--- src/rtl/ll_pkg.sv ---
// ll_pkg: shared arbiter state encoding, default widths and requester indices
package ll_pkg;
  typedef enum logic [1:0] {IDLE, BUSY, GAP} t_arb_states;
  localparam int DEF_NUM_REQ            = 3;
  localparam int DEF_DATAMEM_ADDR_WIDTH = 8;
  localparam int DEF_DATAMEM_WIDTH      = 32;
  localparam int DEF_NXTPTR_ADDR_WIDTH  = 8;
  localparam int DEF_NXTPTR_MEM_WIDTH   = 8;
  localparam int DEF_TIMEOUT_CYC        = 256;
  localparam int REQ_WR_CTRL      = 0;
  localparam int REQ_RD_WRBACK    = 1;
  localparam int REQ_FREE_RECLAIM = 2;
  function automatic int idx_w(input int n);
    return n > 1 ? $clog2(n) : 1;
  endfunction
endpackage

--- src/rtl/ll_rr_pick.sv ---
// ll_rr_pick: first active requester at or after ptr, wrapping modulo N
module ll_rr_pick
  import ll_pkg::*;
#(
  parameter int N  = DEF_NUM_REQ,
  parameter int IW = idx_w(N)
) (
  input  logic [N-1:0]  act,
  input  logic [IW-1:0] ptr,
  output logic [N-1:0]  pick,
  output logic [IW-1:0] idx
);
  int j;
  always_comb begin
    pick = '0;
    idx  = '0;
    j    = 0;
    for (int k = N - 1; k >= 0; k--) begin
      j = (int'(ptr) + k) % N;
      if (act[j]) begin
        pick    = '0;
        pick[j] = 1'b1;
        idx     = IW'(j);
      end
    end
  end
endmodule

--- src/rtl/ll_mem_wr_arb.sv ---
// ll_mem_wr_arb: round-robin owner of the data/nxtptr write ports; LL_MEM_WR_ARB_TIMEOUT_EN adds a BUSY watchdog
module ll_mem_wr_arb
  import ll_pkg::*;
#(
  parameter int NUM_REQ            = DEF_NUM_REQ,
  parameter int DATAMEM_ADDR_WIDTH = DEF_DATAMEM_ADDR_WIDTH,
  parameter int DATAMEM_WIDTH      = DEF_DATAMEM_WIDTH,
  parameter int NXTPTR_ADDR_WIDTH  = DEF_NXTPTR_ADDR_WIDTH,
  parameter int NXTPTR_MEM_WIDTH   = DEF_NXTPTR_MEM_WIDTH,
  parameter int TIMEOUT_CYC        = DEF_TIMEOUT_CYC
) (
  input  logic                                   clk,
  input  logic                                   reset_n,
  input  logic [NUM_REQ-1:0]                     req_data_wr_vld,
  input  logic [NUM_REQ*DATAMEM_ADDR_WIDTH-1:0]  req_data_wr_addr,
  input  logic [NUM_REQ*DATAMEM_WIDTH-1:0]       req_data_wr_data,
  input  logic [NUM_REQ-1:0]                     req_nxtptr_wr_vld,
  input  logic [NUM_REQ*NXTPTR_ADDR_WIDTH-1:0]   req_nxtptr_wr_addr,
  input  logic [NUM_REQ*NXTPTR_MEM_WIDTH-1:0]    req_nxtptr_wr_data,
  output logic [NUM_REQ-1:0]                     req_data_wr_done,
  output logic [NUM_REQ-1:0]                     req_nxtptr_wr_done,
  output logic                                   data_mem_wr_vld,
  output logic [DATAMEM_ADDR_WIDTH-1:0]          data_mem_wr_addr,
  output logic [DATAMEM_WIDTH-1:0]               data_mem_wr_data,
  input  logic                                   data_mem_wr_done,
  output logic                                   nxtptr_mem_wr_vld,
  output logic [NXTPTR_ADDR_WIDTH-1:0]           nxtptr_mem_wr_addr,
  output logic [NXTPTR_MEM_WIDTH-1:0]            nxtptr_mem_wr_data,
  input  logic                                   nxtptr_mem_wr_done,
  output logic [NUM_REQ-1:0]                     arb_grant,
  output logic                                   arb_busy,
  output logic                                   arb_timeout_err
);
  localparam int IW = idx_w(NUM_REQ);
  t_arb_states state_q, state_d;
  logic [NUM_REQ-1:0] grant_q, grant_d, act, pick;
  logic [IW-1:0] gidx_q, gidx_d, ptr_q, ptr_d, pick_idx;
  logic pend_data_q, pend_data_d, pend_ptr_q, pend_ptr_d;
  logic dprev_q, dprev_d, pprev_q, pprev_d;
  logic busy, d_vld, p_vld;
  assign act   = req_data_wr_vld | req_nxtptr_wr_vld;
  assign busy  = state_q == BUSY;
  assign d_vld = req_data_wr_vld[gidx_q];
  assign p_vld = req_nxtptr_wr_vld[gidx_q];
  ll_rr_pick #(.N(NUM_REQ), .IW(IW)) u_pick (
    .act  (act),
    .ptr  (ptr_q),
    .pick (pick),
    .idx  (pick_idx)
  );
`ifdef LL_MEM_WR_ARB_TIMEOUT_EN
  localparam int CW = idx_w(TIMEOUT_CYC);
  logic [CW-1:0] cnt_q, cnt_d;
  logic timeout;
  assign arb_timeout_err = timeout;
`else
  assign arb_timeout_err = 1'b0;
`endif
  always_ff @(posedge clk) begin
    if (!reset_n) begin
      state_q     <= IDLE;
      grant_q     <= '0;
      gidx_q      <= '0;
      ptr_q       <= '0;
      pend_data_q <= 1'b0;
      pend_ptr_q  <= 1'b0;
      dprev_q     <= 1'b0;
      pprev_q     <= 1'b0;
`ifdef LL_MEM_WR_ARB_TIMEOUT_EN
      cnt_q       <= '0;
`endif
    end else begin
      state_q     <= state_d;
      grant_q     <= grant_d;
      gidx_q      <= gidx_d;
      ptr_q       <= ptr_d;
      pend_data_q <= pend_data_d;
      pend_ptr_q  <= pend_ptr_d;
      dprev_q     <= dprev_d;
      pprev_q     <= pprev_d;
`ifdef LL_MEM_WR_ARB_TIMEOUT_EN
      cnt_q       <= cnt_d;
`endif
    end
  end
  // dprev/pprev track the granted vlds so only a fresh rise re-arms a pending bit
  always_comb begin
    state_d     = state_q;
    grant_d     = grant_q;
    gidx_d      = gidx_q;
    ptr_d       = ptr_q;
    pend_data_d = pend_data_q;
    pend_ptr_d  = pend_ptr_q;
    dprev_d     = d_vld;
    pprev_d     = p_vld;
`ifdef LL_MEM_WR_ARB_TIMEOUT_EN
    cnt_d       = cnt_q + 1'b1;
    timeout     = 1'b0;
`endif
    case (state_q)
      IDLE: if (|act) begin
        state_d     = BUSY;
        grant_d     = pick;
        gidx_d      = pick_idx;
        pend_data_d = req_data_wr_vld[pick_idx];
        pend_ptr_d  = req_nxtptr_wr_vld[pick_idx];
        dprev_d     = req_data_wr_vld[pick_idx];
        pprev_d     = req_nxtptr_wr_vld[pick_idx];
`ifdef LL_MEM_WR_ARB_TIMEOUT_EN
        cnt_d       = '0;
`endif
      end
      BUSY: begin
        pend_data_d = (pend_data_q | (d_vld & ~dprev_q)) & ~data_mem_wr_done;
        pend_ptr_d  = (pend_ptr_q | (p_vld & ~pprev_q)) & ~nxtptr_mem_wr_done;
`ifdef LL_MEM_WR_ARB_TIMEOUT_EN
        timeout     = cnt_q == CW'(TIMEOUT_CYC - 1) && (pend_data_d || pend_ptr_d);
        pend_data_d = pend_data_d & ~timeout;
        pend_ptr_d  = pend_ptr_d & ~timeout;
`endif
        if (!pend_data_d && !pend_ptr_d) begin
          state_d = GAP;
          grant_d = '0;
        end
      end
      GAP: begin
        state_d = IDLE;
        ptr_d   = gidx_q == IW'(NUM_REQ - 1) ? '0 : gidx_q + 1'b1;
      end
      default: state_d = IDLE;
    endcase
  end
  always_comb begin
    arb_grant          = grant_q;
    arb_busy           = busy;
    data_mem_wr_vld    = busy & d_vld;
    data_mem_wr_addr   = data_mem_wr_vld ? req_data_wr_addr[gidx_q*DATAMEM_ADDR_WIDTH +: DATAMEM_ADDR_WIDTH] : '0;
    data_mem_wr_data   = data_mem_wr_vld ? req_data_wr_data[gidx_q*DATAMEM_WIDTH +: DATAMEM_WIDTH] : '0;
    nxtptr_mem_wr_vld  = busy & p_vld;
    nxtptr_mem_wr_addr = nxtptr_mem_wr_vld ? req_nxtptr_wr_addr[gidx_q*NXTPTR_ADDR_WIDTH +: NXTPTR_ADDR_WIDTH] : '0;
    nxtptr_mem_wr_data = nxtptr_mem_wr_vld ? req_nxtptr_wr_data[gidx_q*NXTPTR_MEM_WIDTH +: NXTPTR_MEM_WIDTH] : '0;
    req_data_wr_done   = (busy & data_mem_wr_done) ? grant_q : '0;
    req_nxtptr_wr_done = (busy & nxtptr_mem_wr_done) ? grant_q : '0;
  end
endmodule

--- config.mk ---
export PLATFORM = sky130hd
export DESIGN_NAME = ll_mem_wr_arb
export DESIGN_NICKNAME = d
export VERILOG_FILES = /design/src/rtl/ll_pkg.sv /design/src/rtl/ll_rr_pick.sv /design/src/rtl/ll_mem_wr_arb.sv
export SDC_FILE = /design/constraint.sdc
export NUM_CORES = 1
export LEC_CHECK = 0
export ABC_AREA = 1
export ABC_CLOCK_PERIOD_IN_PS = 1560
export CAP_MARGIN = 20
export CORE_AREA = 4 4 93 95
export DETAILED_ROUTE_END_ITERATION = 8
export DIE_AREA = 0 0 97 99
export DONT_BUFFER_PORTS = 1
export SLEW_MARGIN = 5
export SYNTH_ARGS = -nofsm -noshare
export SYNTH_HDL_FRONTEND = slang
export SYNTH_SLANG_ARGS = --single-unit
--- constraint.sdc ---
create_clock -name clk -period 1.56 [get_ports clk]
set_input_delay 0.312 -clock clk [delete_from_list [all_inputs] [get_ports clk]]
set_output_delay 0.312 -clock clk [all_outputs]
set_load 0.01 [all_outputs]
Yosys cells after proc, flatten, opt, wreduce, memory -nomap -nowiden
Cells that the tools add are included.

cells by class
  bitwise operators = 15
  reductions and logical operators = 13
  add/subtract/negate cells = 3
  shifts and indexed selects = 4
  muxes and demuxes = 50
  equal/unequal tests = 5
  divide/modulo/power cells = 3
  $lt $le $gt $ge = 8

operator list
  operator                 count
  $ge A32 B1 Y1 const B    3
  $lt A32 B4 Y1 const B    3
  $shiftx A96 B8 Y32       1
  $shiftx A24 B6 Y8        3
  $mod A32 B3 Y32 const B  2
  $mod A3 B3 Y32 const B   1
  $mux W32                 1
  $mux W8                  3
  $mux W3                  7
  $mux W1                  19
  $bmux W1 S2              7
  $mux W2                  6
  $and A1 B1 Y1            8
  $demux W1 S2             3
  $lt A2 B3 Y1 const B     2
  $pmux W3 S2              1
  $reduce_and A2 Y1        3
  $eq A2 B2 Y1 const B     2
  $logic_and A1 B1 Y1      4
  $not A1 Y1               4
  $pmux W1 S2              2
  $pmux W2 S2              1
  $add A2 B1 Y3 const B    1
  $add A2 B2 Y3 const B    1
  11 further kinds         13

storage, ports and cells
  bits of input ports = 178
  word-level logic and storage cells = 109
  register bits = 13

Depth between registers and ports, before layout
  word-level depth = 12
  depth in mapped cells = 16
  depth with buffers taken out = 16

By module
From an unflattened synthesis, not the netlist that was laid out.

unflattened totals
  cells, all modules = 420
  area total of the unflattened synthesis = 2078.2 um^2

by module, submodules not included
  module         instances  area an instance (um^2)  seq. area each (um^2)  cells an instance
  ll_mem_wr_arb  1          1814.2                   260.2                  365
  ll_rr_pick     1          264.0                    0.0                    55

Least setup slack after synthesis
Ideal clock, no wire load.

  kind = register to register
  from = register ptr_q[0]
  to = register pend_data_q
  path buffers = 0
  data arrival time = 1.578 ns
  period minus slack after synthesis = 1.687 ns
  stages on the path, launching flop included = 13
  path slack = -0.127 ns
  cell sequence = dfxtp_1 > inv_1 > ha_1 > o21ai_1 > nand2_2 > nand2_1 > nand3_2 > nand2_2 > nand2_1 > nand3_2 > nand3_1 > nand2_1 > inv_1

on the way
  cells in the longest elaborated chain, start to end = 12
  elaborated cells on any way between the ends = 21
  classes of those cells = add/sub (2); div (3); mux (16)

RTL lines
  what                                         line                  source
  start, declared                              ll_mem_wr_arb.sv:37   logic [IW-1:0] gidx_q, gidx_d, ptr_q, ptr_d, pick_idx;
  start signal, assigned                       ll_mem_wr_arb.sv:76   ptr_q <= ptr_d;
  $add A2 B2 Y3                                ll_rr_pick.sv:19      j = (int'(ptr) + k) % N;
  $mod A32 B3 Y32                              ll_rr_pick.sv:19
  $bmux W1 S2                                  ll_rr_pick.sv:20      if (act[j]) begin
  $mux W1 (not written as such) (2 in series)  ll_rr_pick.sv:20
  $mux W2 (2 in series)                        ll_rr_pick.sv:20
  $mux W2 (*)                                  ll_rr_pick.sv:20
  $bmux W1 S2 (*)                              ll_mem_wr_arb.sv:105  pend_data_d = req_data_wr_vld[pick_idx];
  $mux W1 (not written as such) (*)            ll_mem_wr_arb.sv:105
  $mux W1 (*)                                  ll_mem_wr_arb.sv:101  IDLE: if (|act) begin
  $pmux W1 S2 (*)                              ll_mem_wr_arb.sv:100  case (state_q)
  end signal, assigned                         ll_mem_wr_arb.sv:77   pend_data_q <= pend_data_d;
  end, declared                                ll_mem_wr_arb.sv:38   logic pend_data_q, pend_data_d, pend_ptr_q, pend_ptr_d;

Every way passes the cells marked *; elsewhere a longest branch is shown, timed or not. The select of a mux whose other input is x is not followed.
A chain may end at the register's enable or synchronous reset.

Worst setup path after layout
  from = register gidx_q[1]
  to = output data_mem_wr_data[18]

on the way
  cells in the longest elaborated chain, start to end = 4
  elaborated cells on any way between the ends = 5
  classes of those cells = shift (1); mux (3); bitwise (1)

RTL lines
  what                                                        line                  source
  start, declared                                             ll_mem_wr_arb.sv:37
  start signal, assigned                                      ll_mem_wr_arb.sv:75   gidx_q <= gidx_d;
  branches (longest 3 deep; another with $shiftx A96 B8 Y32)  n/a
  $mux W32 (*)                                                ll_mem_wr_arb.sv:138  data_mem_wr_data = data_mem_wr_vld ? req_data_wr_data[gidx_q*DATAMEM_WIDTH +: DATAMEM_WIDTH] : '0;
  end, declared                                               ll_mem_wr_arb.sv:24   output logic [DATAMEM_WIDTH-1:0] data_mem_wr_data,

Every way passes the cells marked *. The select of a mux whose other input is x is not followed.

==> flow_summary.json <==
{
  "outcome": "finished with violations",
  "violations": "setup timing",
  "slew_violations": 0,
  "min_period_ns": 1.98,
  "start_kind": "register",
  "gp_congestion": 0.936,
  "setup_viol": 75,
  "worst-r2r-setup-slack_ns": -0.21,
  "max_freq_mhz": 505,
  "coreArea_mm2": 0.00773,
  "grt.total_usage": 0.217,
  "start_util": 0.268,
  "yosysWarnings": 0,
  "tns_ns": -22.58,
  "rsz0062_at_grt": "yes",
  "syn-cell-area_mm2": 0.00207,
  "stdcell_area_mm2": 0.00426,
  "antenna_left": 0,
  "grt_pass1_vias": 3175,
  "cts_tree": "yes",
  "critPathKind": "reg -> out",
  "endpoint_kind": "primary output",
  "reg2regPathDepth": 15,
  "ys_seq_area_frac": 0.126,
  "die-area_mm2": 0.00960,
  "arrival_ns": 1.67,
  "cp.required_ns": 1.25,
  "grt_pass1_wl_um": 16800,
  "p_leak_uw": 0.00165,
  "min_delay_path_depth": 2,
  "synth_nets": 585,
  "clockBufferDepth": 2,
  "worstPathMaxFanout": 8,
  "holdWs_ns": 0.155,
  "drv_cap": 0,
  "clk_pin_slew_ns": 0.06,
  "dieHeight_um": 99,
  "vias_per_cell": 5.54,
  "routed_wl_um": 12800,
  "pin_count": 247,
  "postSynthCellCount": 404,
  "drive_above_1_share": 0.464,
  "cts_made_buffers": 3,
  "clock-sinks": 13,
  "ir_drop_mv": 0.580,
  "drtPass1Iterations": 4,
  "pwr_density_cell_mw_per_mm2": 1140,
  "drt_iter0_drc": 178,
  "antenna_found_initial": 1,
  "synth_cell_type_count": 30,
  "vias": 3318,
  "cts_hold_buf": 0,
  "p_total_uw": 4870,
  "clock_skew_ns": 0.00482,
  "drc": 0,
  "place_area_mm2": 0.00284,
  "nNetsFinal": 678,
  "clk_latency_ns": 0.25,
  "min-delay-path-class": "in -> reg",
  "setup_slack_ns": -0.419,
  "portBuffers": 0,
  "cts-root-buf": "clkbuf_8",
  "timing.final.crit_share": 1.27,
  "die_w_um": 97,
  "wl_per_cell_um": 21.4,
  "htreeDepth": 1,
  "final_hold_viol_count": 0,
  "syn_to_final_growth_pct": 106,
  "row_count": 32,
  "synth_area_per_cell_um2": 5.13,
  "grt_overflow": 0,
  "place_hpwl_um": 8720,
  "synth_seq_cells": 13,
  "grt_max_degree": 33
}
metal layers:
layer  wire length (um)  up-vias  part of all wire  global-route usage
met5                  7        -           0.00055                   0
met4                204        2             0.016              0.0551
met3               1100       21             0.086              0.0538
met2               6480      214              0.51               0.374
met1               5010     1564              0.39               0.272
li1                   -     1517                 -                   -
report_power, final:
group	switching, uW	leakage (uW)	total [uW]	internal, uW
logic	2220	0.00151	4070	1850
clock network	134	0.0000228	315	181
registers	70.5	0.000110	493	422
total	2420	0.00165	4870	2450
Yosys cell counts:
library cell,number,area (um2)
nand2_1,206,773
a31oi_1,56,350
inv_1,27,101
clkbuf_1,16,60.1
dfxtp_1,13,260
nand2_2,11,68.8
nand3_1,11,55.1
nor2_1,10,37.5
a21oi_1,7,35.0
buf_2,7,35.0
o21ai_0,7,35.0
inv_2,5,18.8
nand3_2,4,40.0
ha_1,3,37.5
nand3b_1,3,22.5
nor2_2,3,18.8
nor3_1,2,10.0
a211oi_1,1,7.51
a21oi_2,1,8.76
a21oi_4,1,16.3
buf_4,1,7.51
conb_1,1,3.75
nor2_4,1,11.3
o211ai_1,1,7.51
o211ai_2,1,12.5
o21a_1,1,7.51
o21ai_1,1,5.00
o21ai_2,1,8.76
o221ai_1,1,8.76
o22ai_1,1,6.26
worst max-delay path: stages, from the launching register on:
cell	delay [ns]
dfxtp_4	0.36
nor2_4	0.17
nand2_2	0.09
o211ai_4	0.12
nand2_8	0.17
clkbuf_16	0.20
a31oi_1	0.16
buf_4	0.15
area by class of cell:
| type | instances | area, um2 |
|---|---|---|
| antenna | 1 | 2.50 |
| clock buffer | 4 | 45.0 |
| fill | 651 | 3460 |
| inverter | 32 | 133 |
| multi-input combinational | 335 | 2400 |
| sequential | 13 | 272 |
| tap | 102 | 128 |
| timing repair buffer | 112 | 1280 |
metrics by stage:
stage	setup slack [ns]	cells	utilization
final	-0.419	599	0.552
after global routing	-0.480	598	0.551
after CTS	-0.351	587	0.426
after detailed placement	-0.153	568	0.368
after global placement	-0.110	568	0.368
after floorplan	-0.0338	404	-
cell families after synthesis:
group,count (synthesis),synth area share
buf+inv,56,0.108
other cells,1,0.00181
flops,13,0.126
fa+ha+maj,3,0.0181
simple gates,251,0.501
compound gates,80,0.246
worst paths after layout:
check          startpoint              endpoint
max reg2reg      ptr_q[0]            pend_ptr_q
min               reset_n           pend_data_q
min reg2reg  arb_grant[2]          arb_grant[2]
max             gidx_q[1]  data_mem_wr_data[18]
flip-flops by register name, summed over array words and instances, names as in the netlist:
signal / flops
dprev_q: 1
gidx_q: 2
pend_data_q: 1
pend_ptr_q: 1
pprev_q: 1
arb_grant: 3
ptr_q: 2
state_q: 2
timing repair:
action / CTS / global route
setup buffers: 10 / 5
endpoints found under the setup margin: 74 / 75
gates resized for setup: 49 / 130
gates cloned: 5 / 7
pin swaps: 13 / 17
cell usage in the layout (no fill, tap or decap), drive strengths merged, types with 3 or more instances in the layout:
cell | synthesis | layout
a31oi | 56 | 56
clkbuf | 16 | 10
nand3b | 3 | 3
ha | 3 | 3
nand3 | 15 | 15
buf | 8 | 105
inv | 32 | 31
a21oi | 9 | 9
nand2 | 217 | 217
o21ai | 9 | 9
dfxtp | 13 | 13
nor2 | 14 | 14
Note: power is estimated with default switching activity, not from simulation.
